===== config.mk =====
export PLATFORM = sky130hd
export DESIGN_NAME = frame_tx_scheduler
export DESIGN_NICKNAME = d
export VERILOG_FILES = /design/src/rtl/frame_tx_scheduler.sv
export SDC_FILE = /design/constraint.sdc
export NUM_CORES = 1
export LEC_CHECK = 0
export ABC_CLOCK_PERIOD_IN_PS = 3000
export BUFFER_PORTS_ARGS = -buffer_cell sky130_fd_sc_hd__clkbuf_2
export CORE_ASPECT_RATIO = 1.4
export CORE_MARGIN = 1
export CORE_UTILIZATION = 54
export CTS_CLUSTER_DIAMETER = 100
export CTS_CLUSTER_SIZE = 14
export DETAILED_ROUTE_END_ITERATION = 8
export GPL_TIMING_DRIVEN = 0
export PLACE_DENSITY = 0.92
export SLEW_MARGIN = 15
export SYNTH_ARGS = -nofsm -noshare
export SYNTH_HDL_FRONTEND = slang
export SYNTH_SLANG_ARGS = --single-unit

===== constraint.sdc =====
create_clock -name clk -period 3 [get_ports clk]
set_clock_uncertainty 0.2 [all_clocks]
set_input_delay 0.75 -clock clk [delete_from_list [all_inputs] [get_ports clk]]
set_output_delay 0.75 -clock clk [all_outputs]
set_load 0.01 [all_outputs]

===== src/rtl/frame_tx_scheduler.sv =====
// rtl/frame_tx_scheduler.sv - segment/clone sequencer driving the UDP frame generator
// Optional start-acknowledge watchdog with retry counter: define SCHED_TIMEOUT_EN.
module frame_tx_scheduler #(
  parameter int CLONES     = 3,
  parameter int GAP_CYCLES = 24,
  parameter int MAX_ADDR   = 57600
`ifdef SCHED_TIMEOUT_EN
  ,
  parameter int TIMEOUT    = 64
`endif
) (
  input  logic        clk,
  input  logic        rst,
  input  logic        enable,
  input  logic        frame_req,
  input  logic        gen_busy,
  input  logic [19:0] gen_lastaddr,
  output logic        gen_start,
  output logic [19:0] startaddr,
  output logic [7:0]  index_clone,
  output logic [15:0] segment_num,
  output logic [7:0]  aux,
  output logic        sched_busy,
  output logic        frame_done,
  output logic [7:0]  err_count
);

  typedef enum logic [2:0] {
    S_IDLE,
    S_ARM,
    S_WAIT_BUSY,
    S_WAIT_DONE,
    S_GAP,
    S_NEXT
  } state_t;

  localparam int              GW         = $clog2(GAP_CYCLES + 1);
  localparam logic [GW-1:0]   GAP_LAST   = GW'(GAP_CYCLES);
  localparam logic [7:0]      LAST_CLONE = 8'(CLONES - 1);
  localparam logic [19:0]     MAX_A      = 20'(MAX_ADDR);

  state_t        state_q, state_d;
  logic          gen_start_q, gen_start_d;
  logic [19:0]   startaddr_q, startaddr_d;
  logic [7:0]    index_clone_q, index_clone_d;
  logic [15:0]   segment_num_q, segment_num_d;
  logic [7:0]    aux_q, aux_d;
  logic          frame_done_q, frame_done_d;
  logic [19:0]   last_q, last_d;
  logic [GW-1:0] gap_cnt_q, gap_cnt_d;
  logic          timeout_hit;

`ifdef SCHED_TIMEOUT_EN
  // WAIT_BUSY cycles plus the ARM cycle make up the TIMEOUT window, so the retry
  // start lands exactly TIMEOUT cycles after the unanswered one.
  localparam int            TW      = $clog2(TIMEOUT);
  localparam logic [TW-1:0] TO_LAST = TW'(TIMEOUT - 2);

  logic [TW-1:0] to_cnt_q;
  logic [7:0]    err_count_q;

  assign timeout_hit = (state_q == S_WAIT_BUSY) && !gen_busy && (to_cnt_q == TO_LAST);

  always_ff @(posedge clk) begin
    if (rst) begin
      to_cnt_q    <= '0;
      err_count_q <= 8'd0;
    end else if (state_q == S_WAIT_BUSY && !gen_busy) begin
      if (timeout_hit) begin
        to_cnt_q <= '0;
        if (err_count_q != 8'hFF) begin
          err_count_q <= err_count_q + 8'd1;
        end
      end else begin
        to_cnt_q <= to_cnt_q + TW'(1);
      end
    end else begin
      to_cnt_q <= '0;
    end
  end

  assign err_count = err_count_q;
`else
  assign timeout_hit = 1'b0;
  assign err_count   = 8'd0;
`endif

  always_comb begin
    state_d       = state_q;
    gen_start_d   = 1'b0;
    startaddr_d   = startaddr_q;
    index_clone_d = index_clone_q;
    segment_num_d = segment_num_q;
    aux_d         = aux_q;
    frame_done_d  = 1'b0;
    last_d        = last_q;
    gap_cnt_d     = '0;
    unique case (state_q)
      S_IDLE: begin
        if (frame_req && enable) begin
          startaddr_d   = 20'd0;
          segment_num_d = 16'd0;
          index_clone_d = 8'd0;
          state_d       = S_ARM;
        end
      end
      S_ARM: begin
        // The generator is never reset by us, so wait for it to be idle.
        if (!gen_busy) begin
          gen_start_d = 1'b1;
          state_d     = S_WAIT_BUSY;
        end
      end
      S_WAIT_BUSY: begin
        if (gen_busy) begin
          state_d = S_WAIT_DONE;
        end else if (timeout_hit) begin
          state_d = S_ARM;
        end
      end
      S_WAIT_DONE: begin
        if (!gen_busy) begin
          last_d  = gen_lastaddr;
          state_d = S_GAP;
        end
      end
      S_GAP: begin
        gap_cnt_d = gap_cnt_q + GW'(1);
        if (gap_cnt_q == GAP_LAST) begin
          state_d = S_NEXT;
        end
      end
      S_NEXT: begin
        if (!enable) begin
          state_d = S_IDLE;
        end else if (index_clone_q < LAST_CLONE) begin
          index_clone_d = index_clone_q + 8'd1;
          state_d       = S_ARM;
        end else if (last_q == 20'd0 || last_q >= MAX_A) begin
          // lastaddr 0 means the generator wrapped past the end of VRAM.
          frame_done_d  = 1'b1;
          aux_d         = aux_q + 8'd1;
          index_clone_d = 8'd0;
          state_d       = S_IDLE;
        end else begin
          startaddr_d   = last_q + 20'd1;
          segment_num_d = segment_num_q + 16'd1;
          index_clone_d = 8'd0;
          state_d       = S_ARM;
        end
      end
      default: state_d = S_IDLE;
    endcase
  end

  always_ff @(posedge clk) begin
    if (rst) begin
      state_q       <= S_IDLE;
      gen_start_q   <= 1'b0;
      startaddr_q   <= 20'd0;
      index_clone_q <= 8'd0;
      segment_num_q <= 16'd0;
      aux_q         <= 8'd0;
      frame_done_q  <= 1'b0;
      last_q        <= 20'd0;
      gap_cnt_q     <= '0;
    end else begin
      state_q       <= state_d;
      gen_start_q   <= gen_start_d;
      startaddr_q   <= startaddr_d;
      index_clone_q <= index_clone_d;
      segment_num_q <= segment_num_d;
      aux_q         <= aux_d;
      frame_done_q  <= frame_done_d;
      last_q        <= last_d;
      gap_cnt_q     <= gap_cnt_d;
    end
  end

  assign gen_start   = gen_start_q;
  assign startaddr   = startaddr_q;
  assign index_clone = index_clone_q;
  assign segment_num = segment_num_q;
  assign aux         = aux_q;
  assign frame_done  = frame_done_q;
  assign sched_busy  = (state_q != S_IDLE);

endmodule


==> results of run 1 <==
## power breakdown
| part | internal (mW) | switching, mW | leakage (nW) |
|---|---|---|---|
| Combinational | 0.0441 | 0.0738 | 0.976 |
| Clock | 0.466 | 0.415 | 0.105 |
| Sequential | 1.09 | 0.00747 | 0.661 |
## synth_stat cells (6+ instances only)
cell	number	area share, %
a21oi_1	48	6.2
a31oi_1	6	0.97
and3_1	10	1.6
and4_1	6	1.4
buf_4	8	1.6
clkbuf_1	24	2.3
dfxtp_1	82	43
ha_1	7	2.3
inv_1	13	1.3
nand2_1	60	5.8
nand3_1	32	4.1
nand3b_1	11	2.1
nand4_1	10	1.6
nor2_1	24	2.3
nor3_1	7	0.91
nor4_1	6	0.97
o21ai_0	13	1.7
o31ai_1	21	4.1
or3_1	10	1.6
or4_1	12	2.3
xnor2_1	9	2.0
xor2_1	11	2.5
## worst max path at each step
stage,startpoint,end,slack [ns]
after detailed placement,frame_req,segment_num[15],0.002
after floorplan,frame_req,segment_num[12],0.39
after global placement,frame_req,segment_num[15],0.09
after CTS,last_q[2],startaddr[1],0.22
final,last_q[2],startaddr[1],0.09
after global routing,last_q[2],startaddr[8],0.06
## metal layers
layer | vias up | track usage (%) | share of wire [%]
met5 | - | 0 | 0
met4 | 0 | 12.0 | 2.8
met3 | 32 | 6.71 | 6.4
met2 | 172 | 50.5 | 53
met1 | 1784 | 29.6 | 38
li1 | 1847 | - | -
## stage by stage
stage | hold slack [ns] | cells | setup WS [ns] | total power [mW] | instance area (sq um)
2_1_floorplan | 0.230 | 470 | 0.388 | 1.20 | 3890
3_3_place_gp | 0.241 | 644 | 0.0917 | 1.24 | 4400
3_5_place_dp | 0.254 | 644 | 0.00210 | 1.24 | 4400
4_1_cts | 0.274 | 660 | 0.223 | 2.10 | 4620
5_1_grt | 0.296 | 660 | 0.0612 | 2.16 | 4620
6_report | 0.272 | 660 | 0.0887 | 2.10 | 4620
## layout make-up
class / instances / share of cell area [%]
repair buffers: 79 / 8.56
flip-flops and latches: 82 / 35.5
clock inverters: 7 / 2.03
well taps: 95 / 2.57
multi-input cells: 339 / 43.7
plain buffers: 36 / 3.82
clock buffers: 9 / 2.68
inverters: 13 / 1.06
## worst max-delay path, cell delays in order, from the launching register on
cell and delay [ns]:
dfxtp_1 0.31, clkbuf_1 0.17, nor4_1 0.51, nand4_1 0.36, a41oi_2 0.56, clkbuf_1 0.46
o21ai_0 0.19
## cells by family after synthesis
| logic type | count (synthesis) | synth area share, % |
|---|---|---|
| flip-flops | 82 | 42.5 |
| multiplexers | 2 | 0.518 |
| adder cells (fa/ha/maj) | 7 | 2.27 |
| other | 1 | 0.0971 |
| AND/OR/NAND/NOR | 202 | 28.3 |
| XOR/XNOR | 20 | 4.54 |
| buffers and inverters | 49 | 5.83 |
| AO/OA/AOI/OAI | 100 | 16.0 |
## state kept, by name (all words and copies together), names as in the netlist
| signal | cells |
|---|---|
| aux | 8 |
| frame_done | 1 |
| index_clone | 8 |
| segment_num | 16 |
| state_q | 3 |
| gap_cnt_q | 5 |
| last_q | 20 |
| startaddr | 20 |
| gen_start | 1 |
==> results.yml, run 1 <==
yosys:
  syn_area_per_cell_sq_um: 8.34
  async_flop_share_pct: 0
  synth_seq_cells: 82
  ys.flop_type: "dfxtp_1"
  yosys_warnings: 0
  netlist_area_sq_um: 3860
  synth_cell_types: 45
  syn_inst: 463
  synth-edff-count: 0
  ys_seq_area_share_pct: 42.5
floorplanning:
  rows: 36
  die_w_um: 73.5
  coreArea_sq_um: 6940
  die_height_um: 102
  ioPinCount: 88
  start_util_pct: 55.7
  dieArea_sq_um: 7500
cts:
  post_cts_resized: 0
  h-tree-depth: 3
  clk_latency_ns: 0.37
  cts_setup_buffers: 0
  cts_buffer_depth: 2
  cts_tree: "done"
  clk_pin_slew_ns: 0.09
  cts-root-buf: "clkbuf_8"
  cts_hold_buf: 0
  cts.sinks: 82
  cts_made_buffers: 9
timing:
  max_freq_mhz: 343
  final.period_utilization_pct: 97.0
  fin_crit_ns: 2.91
  drv_slew: 0
  worstMarginPinSlew_ns: 0.889
  relSlewSlack_pct: 40.2
  finalHoldViolCount: 0
  rsz0062_at_grt: "false"
  fin_setup_tns_ns: 0
  finalSetupViolCount: 0
drt:
  final_antenna_net_count: 0
  viasPerCell: 5.81
  vias: 3835
  drt-initial-drc-count: 282
  first_pass_iters: 5
  drcViolationCount: 0
  routedWlPerCell_um: 15.0
  wirelength_mm: 9.90
final_layout:
  post-route-util_pct: 66.6
  multi_input_area_sq_um: 2020
  antenna_cells: 0
  final_cell_mix: "82 x dfxtp_1, 79 x clkbuf_2, 60 x nand2_1, 48 x a21oi_1, 32 x nand3_1"
  fin_nets: 592
  layout_commonest_cell: "dfxtp_1"
  syn_to_final_growth_pct: 19.6
  drive_gt1_share_pct: 20.2
  fillers: 599
  ff_latch_area_sq_um: 1640
min_path:
  hp-class: "reg -> reg"
  min_from: "gap_cnt_q[0]"
  holdPathEnd: "gap_cnt_q[0]"
  hold_path_depth: 1
setup_path:
  critPathRequiredTime_ns: 3.03
  critPathKind: "reg -> reg"
  r2r_start: "last_q[2]"
  timing.rr.end: "startaddr[1]"
  critPathMaxFanout: 10
  endpoint_kind: "register"
  startpoint_type: "register"
  critPathArrivalTime_ns: 2.94
  r2r_slack_ns: 0.09
  reg2regPathDepth: 6
grt:
  grt_start_max_net_pins: 15
  antenna_found_initial: 0
  grt_pass1_wl_mm: 16.0
  grt_overflow: 0
  grt_pass1_vias: 3555
  globalRouteTotalUtil_pct: 27.6
placement:
  dp_hpwl_mm: 7.32
  port_buffers: 79
  gp_congestion: 0.936
run:
  cap_violations: 0
status:
  status: "finished, final reports clean"
power_and_ir_drop:
  power_density_nw_per_um2: 454
  p_leak_nw: 1.74
  vdd_drop_max_v: 0.000312
No activity file was read; power rests on OpenSTA's default activity.
==> run 2, diff against run 1 <==
- CORE_ASPECT_RATIO: 1.4 -> unset
- SETUP_SLACK_MARGIN: unset -> 0.4
==> run 2 against run 1 <==
  * Sequential share of layout area fell by 0.74 points
  * Total power is 5.2% higher
  * Hold slack worse by 0.0036 ns
  * First-iteration DRC count is 18% lower
  * Clock-buffer cell count unchanged
  * Critical path type unchanged
  * Largest power group unchanged
  * Highest routed layer unchanged
==> results.yml, run 2 (synthesized netlist as in run 1, its figures left out) <==
status:
  status: "finished, final reports clean"
floorplanning:
  dieArea_sq_um: 7490
  die_w_um: 86.6
  die_height_um: 86.6
  coreArea_sq_um: 6870
  ioPinCount: 88
  start_util_pct: 56.2
  rows: 30
cts:
  cts_made_buffers: 9
  cts_tree: "done"
  clk_latency_ns: 0.37
  clk_pin_slew_ns: 0.09
  cts-root-buf: "clkbuf_8"
  cts_hold_buf: 0
  h-tree-depth: 3
  cts_buffer_depth: 2
  cts.sinks: 82
power_and_ir_drop:
  p_sw_mw: 0.508
  comb_power_share_pct: 5.5
  p_seq_share_pct: 49.8
  clkPwrFrac_pct: 44.7
  p_sw_share_pct: 23.0
  power_density_nw_per_um2: 468
  p_leak_nw: 1.79
  vdd_drop_max_v: 0.000264
  intPower_mw: 1.70
final_layout:
  ff_latch_area_sq_um: 1640
  post-route-util_pct: 68.7
  final_cell_mix: "82 x dfxtp_1, 81 x clkbuf_2, 60 x nand2_1, 48 x a21oi_1, 32 x nand3_1"
  layout_commonest_cell: "dfxtp_1"
  fillers: 547
  antenna_cells: 0
  drive_gt1_share_pct: 21.7
  syn_to_final_growth_pct: 22.2
  fin_cells: 663
  multi_input_area_sq_um: 2070
  final_area_sq_um: 4720
  fin_nets: 594
grt:
  grt_overflow: 0
  grt_pass1_wl_mm: 15.4
  busiest_layer: "met2"
  global_route.usage.met3_pct: 5.43
  grt_start_max_net_pins: 16
  globalRouteTotalUtil_pct: 26.1
  globalRouteMet2Util_pct: 42.9
  grt_pass1_vias: 3336
  met1_usage_pct: 33.6
  antenna_found_initial: 0
placement:
  gp_congestion: 0.903
  placed_cells: 645
  dp_slack_ns: 0.0267
  placedInstanceArea_sq_um: 4400
  port_buffers: 79
  dp_hpwl_mm: 6.91
drt:
  vias: 3814
  viasPerCell: 5.75
  first_pass_iters: 4
  final_antenna_net_count: 0
  drcViolationCount: 0
  wirelength_mm: 9.57
  routedWlPerCell_um: 14.4
  drt-initial-drc-count: 232
setup_path:
  critPathArrivalTime_ns: 2.63
  endpoint_kind: "register"
  critPathMaxFanout: 10
  startpoint_type: "register"
  critPathKind: "reg -> reg"
  critPathRequiredTime_ns: 3.09
timing:
  rsz0062_at_grt: "true"
  finalSetupViolCount: 0
  fin_setup_tns_ns: 0
  finalWorstSetupSlack_ns: 0.458
  final.period_utilization_pct: 84.7
  relSlewSlack_pct: 59.4
  finalHoldViolCount: 0
  worstMarginPinSlew_ns: 0.604
  fin_crit_ns: 2.54
  max_freq_mhz: 393
  drv_slew: 0
run:
  cap_violations: 0
min_path:
  hp-class: "reg -> reg"
[run 2: critical path, stage by stage, from the launching register on]
cell	delay, ns
dfxtp_1	0.30
clkbuf_1	0.19
or3_1	0.42
o311ai_1	0.37
o2111ai_2	0.27
buf_2	0.25
or3_1	0.32
a21oi_1	0.14
[run 2: power groups by stage]
stage | Combinational (mW) | Sequential (mW) | Clock, mW
after floorplan | 0.0729 | 1.12 | 0
after global placement | 0.111 | 1.13 | 0
after detailed placement | 0.114 | 1.13 | 0
after CTS | 0.114 | 1.10 | 0.994
after global routing | 0.133 | 1.10 | 1.04
final | 0.122 | 1.10 | 0.987
[run 2: area by class of cell]
class,count,area share (%)
plain buffers,36,3.79
well taps,96,2.55
multi-input cells,339,43.9
clock buffers,9,2.63
repair buffers,81,8.70
clock inverters,7,2.63
flip-flops and latches,82,34.8
inverters,13,1.03
[run 2: worst paths after layout]
path | cells after the start | endpoint | from | slack (ns)
setup / recovery | 7 | aux[7] | last_q[8] | 0.46
hold / removal | 2 | startaddr[2] | startaddr[2] | 0.27
setup reg to reg | 7 | aux[7] | last_q[8] | 0.46
hold reg to reg | 2 | startaddr[2] | startaddr[2] | 0.27
[run 2: per-layer routing]
metal	part of all wire (%)	up-vias
met5	0	-
met4	1.7	0
met3	6.7	16
met2	48	164
met1	44	1780
li1	-	1854
[run 2: repair_timing]
action                                 in CTS  in global routing
cloned                                      0                  0
pin swaps                                   0                  2
endpoints found under the hold margin       0                  0
setup endpoints to repair                   3                 36
setup buffers                               0                  2
gates resized for setup                     1                 10
[run 2: per-stage QoR]
stage | power (mW) | hold slack (ns)
final | 2.21 | 0.268
after floorplan | 1.20 | 0.230
after global routing | 2.27 | 0.291
after global placement | 1.24 | 0.241
after CTS | 2.21 | 0.270
after detailed placement | 1.24 | 0.257
==> run 3, diff against run 2 <==
- ABC_CLOCK_PERIOD_IN_PS: 3000 -> 2300
- CORE_UTILIZATION: 54 -> 49
- PLACE_DENSITY: 0.92 -> 0.88
- clock period: 3 -> 2.3 ns (I/O delays scaled with it)
==> run 3 against run 2 <==
  * The flow now finishes with violations (setup timing)
  * Sequential cell count is the same
  * Cell area grew 20%
  * Sequential power grew 30%
  * Critical path depth is the same
  * Register-to-register slack lost 0.51 ns
  * Setup slack lost 0.51 ns
==> results.yml, run 3 (synthesized netlist as in run 1, its figures left out) <==
floorplanning:
  coreArea_sq_um: 7690
  dieArea_sq_um: 8240
  die_w_um: 90.8
  start_util_pct: 50.2
  die_height_um: 90.8
  rows: 32
  ioPinCount: 88
grt:
  grt_start_max_net_pins: 14
  globalRouteTotalUtil_pct: 28.8
  grt_pass1_vias: 3985
  grt_overflow: 0
  grt_pass1_wl_mm: 18.8
  antenna_found_initial: 0
timing:
  worstMarginPinSlew_ns: 0.725
  fin_crit_ns: 2.35
  relSlewSlack_pct: 51.7
  fin_setup_tns_ns: -0.0829
  drv_slew: 0
  max_freq_mhz: 425
  finalWorstSetupSlack_ns: -0.0535
  finalSetupViolCount: 4
  whs_ns: 0.218
  final.period_utilization_pct: 102
  rsz0062_at_grt: "true"
  finalHoldViolCount: 0
final_layout:
  layout_commonest_cell: "clkbuf_2"
  fin_nets: 631
  syn_to_final_growth_pct: 46.8
  drive_gt1_share_pct: 41.5
  post-route-util_pct: 73.7
  fin_cells: 705
  antenna_cells: 0
  final_cell_mix: "84 x clkbuf_2, 65 x dfxtp_1, 59 x nand2_1, 39 x a21oi_1, 32 x buf_4"
setup_path:
  endpoint_kind: "register"
  r2r_start: "last_q[19]"
  reg2regPathDepth: 7
  max_stage_delay_ns: 0.39
  r2r_slack_ns: -0.05
  critPathMaxFanout: 6
  critPathKind: "reg -> reg"
  critPathArrivalTime_ns: 2.43
  timing.rr.end: "segment_num[3]"
  critPathRequiredTime_ns: 2.37
  slowest_stage: "nor4_4"
  path_cells: "nor4_4, a21boi_4, nand4_4, buf_8, buf_6, or3_1, a21oi_1"
  cp_top_family: "simple AND/OR/NAND/NOR gates"
  crit_buf_inv: 2
  startpoint_type: "register"
placement:
  gp_congestion: 0.953
  dp_hpwl_mm: 7.26
  placed_cells: 651
  port_buffers: 79
cts:
  clk_pin_slew_ns: 0.09
  cts_hold_buf: 0
  cts_tree: "done"
  cts.sinks: 82
  clk_latency_ns: 0.37
  cts_made_buffers: 9
  cts_buffer_depth: 2
  cts-root-buf: "clkbuf_8"
  h-tree-depth: 3
drt:
  drcViolationCount: 0
  drt-initial-drc-count: 235
  wirelength_mm: 13.5
  viasPerCell: 6.15
  first_pass_iters: 7
  final_antenna_net_count: 0
  vias: 4335
  routedWlPerCell_um: 19.1
power_and_ir_drop:
  vdd_drop_max_v: 0.000463
  power_density_nw_per_um2: 503
  power_mw: 2.85
  p_leak_nw: 2.21
status:
  status: "finished, violations left"
  violations: "setup timing"
min_path:
  min_from: "gen_lastaddr[4]"
  holdPathEnd: "last_q[4]"
  hp-class: "in -> reg"
  hold_path_depth: 3
run:
  cap_violations: 0
## run 3: changes by cell type in the layout (fill, tap and decap cells not counted), sizes merged
cell,change
clkinvlp,-1
clkbuf,-7
inv,-2
buf,+45
bufinv,-1
clkinv,+2
## run 3: final cells by class
cell class	count	area (sq um)
Multi-Input combinational cell	339	2520
Tap cell	102	128
Clock buffer	10	138
Clock inverter	5	78.8
Fill cell	535	2020
Sequential cell	82	1680
Inverter	13	53.8
Timing Repair Buffer	118	781
Buffer	36	295
## run 3: worst register-to-register path, cell delays in order, from the launching register on
cell,delay [ns]
dfxtp_4,0.36
nor4_4,0.39
a21boi_4,0.27
nand4_4,0.18
buf_8,0.19
buf_6,0.11
or3_1,0.31
a21oi_1,0.24
## run 3: power by group
part	total [mW]	switching, mW	internal, mW
Clock	1.19	0.555	0.634
Combinational	0.233	0.130	0.103
Sequential	1.43	0.00959	1.42
Total	2.85	0.695	2.16
## run 3: per-stage QoR
stage               worst slack [ns]  cell area, sq um
finish                       -0.0535              5670
global route                  -0.175              5670
CTS                            0.131              5340
detailed placement            -0.417              4450
global placement              -0.335              4450
floorplan                    -0.0456              3920
## run 3: worst max path at each step
stage                           from        endpoint  slack [ns]  cells past startpoint
after floorplan            frame_req  segment_num[4]       -0.05                      6
after global placement     frame_req   startaddr[13]       -0.33                      8
after detailed placement   frame_req    startaddr[3]       -0.42                      8
after CTS                 last_q[18]  segment_num[4]        0.13                      6
after global routing      last_q[19]  segment_num[3]       -0.18                      7
final                     last_q[19]  segment_num[3]       -0.05                      7
## run 3: repair_timing
item | CTS | global route
gates resized for setup | 105 | 75
cloned | 4 | 0
pin swaps | 29 | 21
endpoints found under the setup margin | 58 | 75
buffers inserted | 26 | 9
## run 3: per-layer routing
layer | wire [um] | part of all wire, % | global-route usage, % | vias up
met5 | 0 | 0 | 0 | -
met4 | 782 | 5.8 | 14.2 | 0
met3 | 959 | 7.1 | 6.06 | 77
met2 | 6910 | 51 | 52.5 | 273
met1 | 4840 | 36 | 31.3 | 2052
li1 | - | - | - | 1933
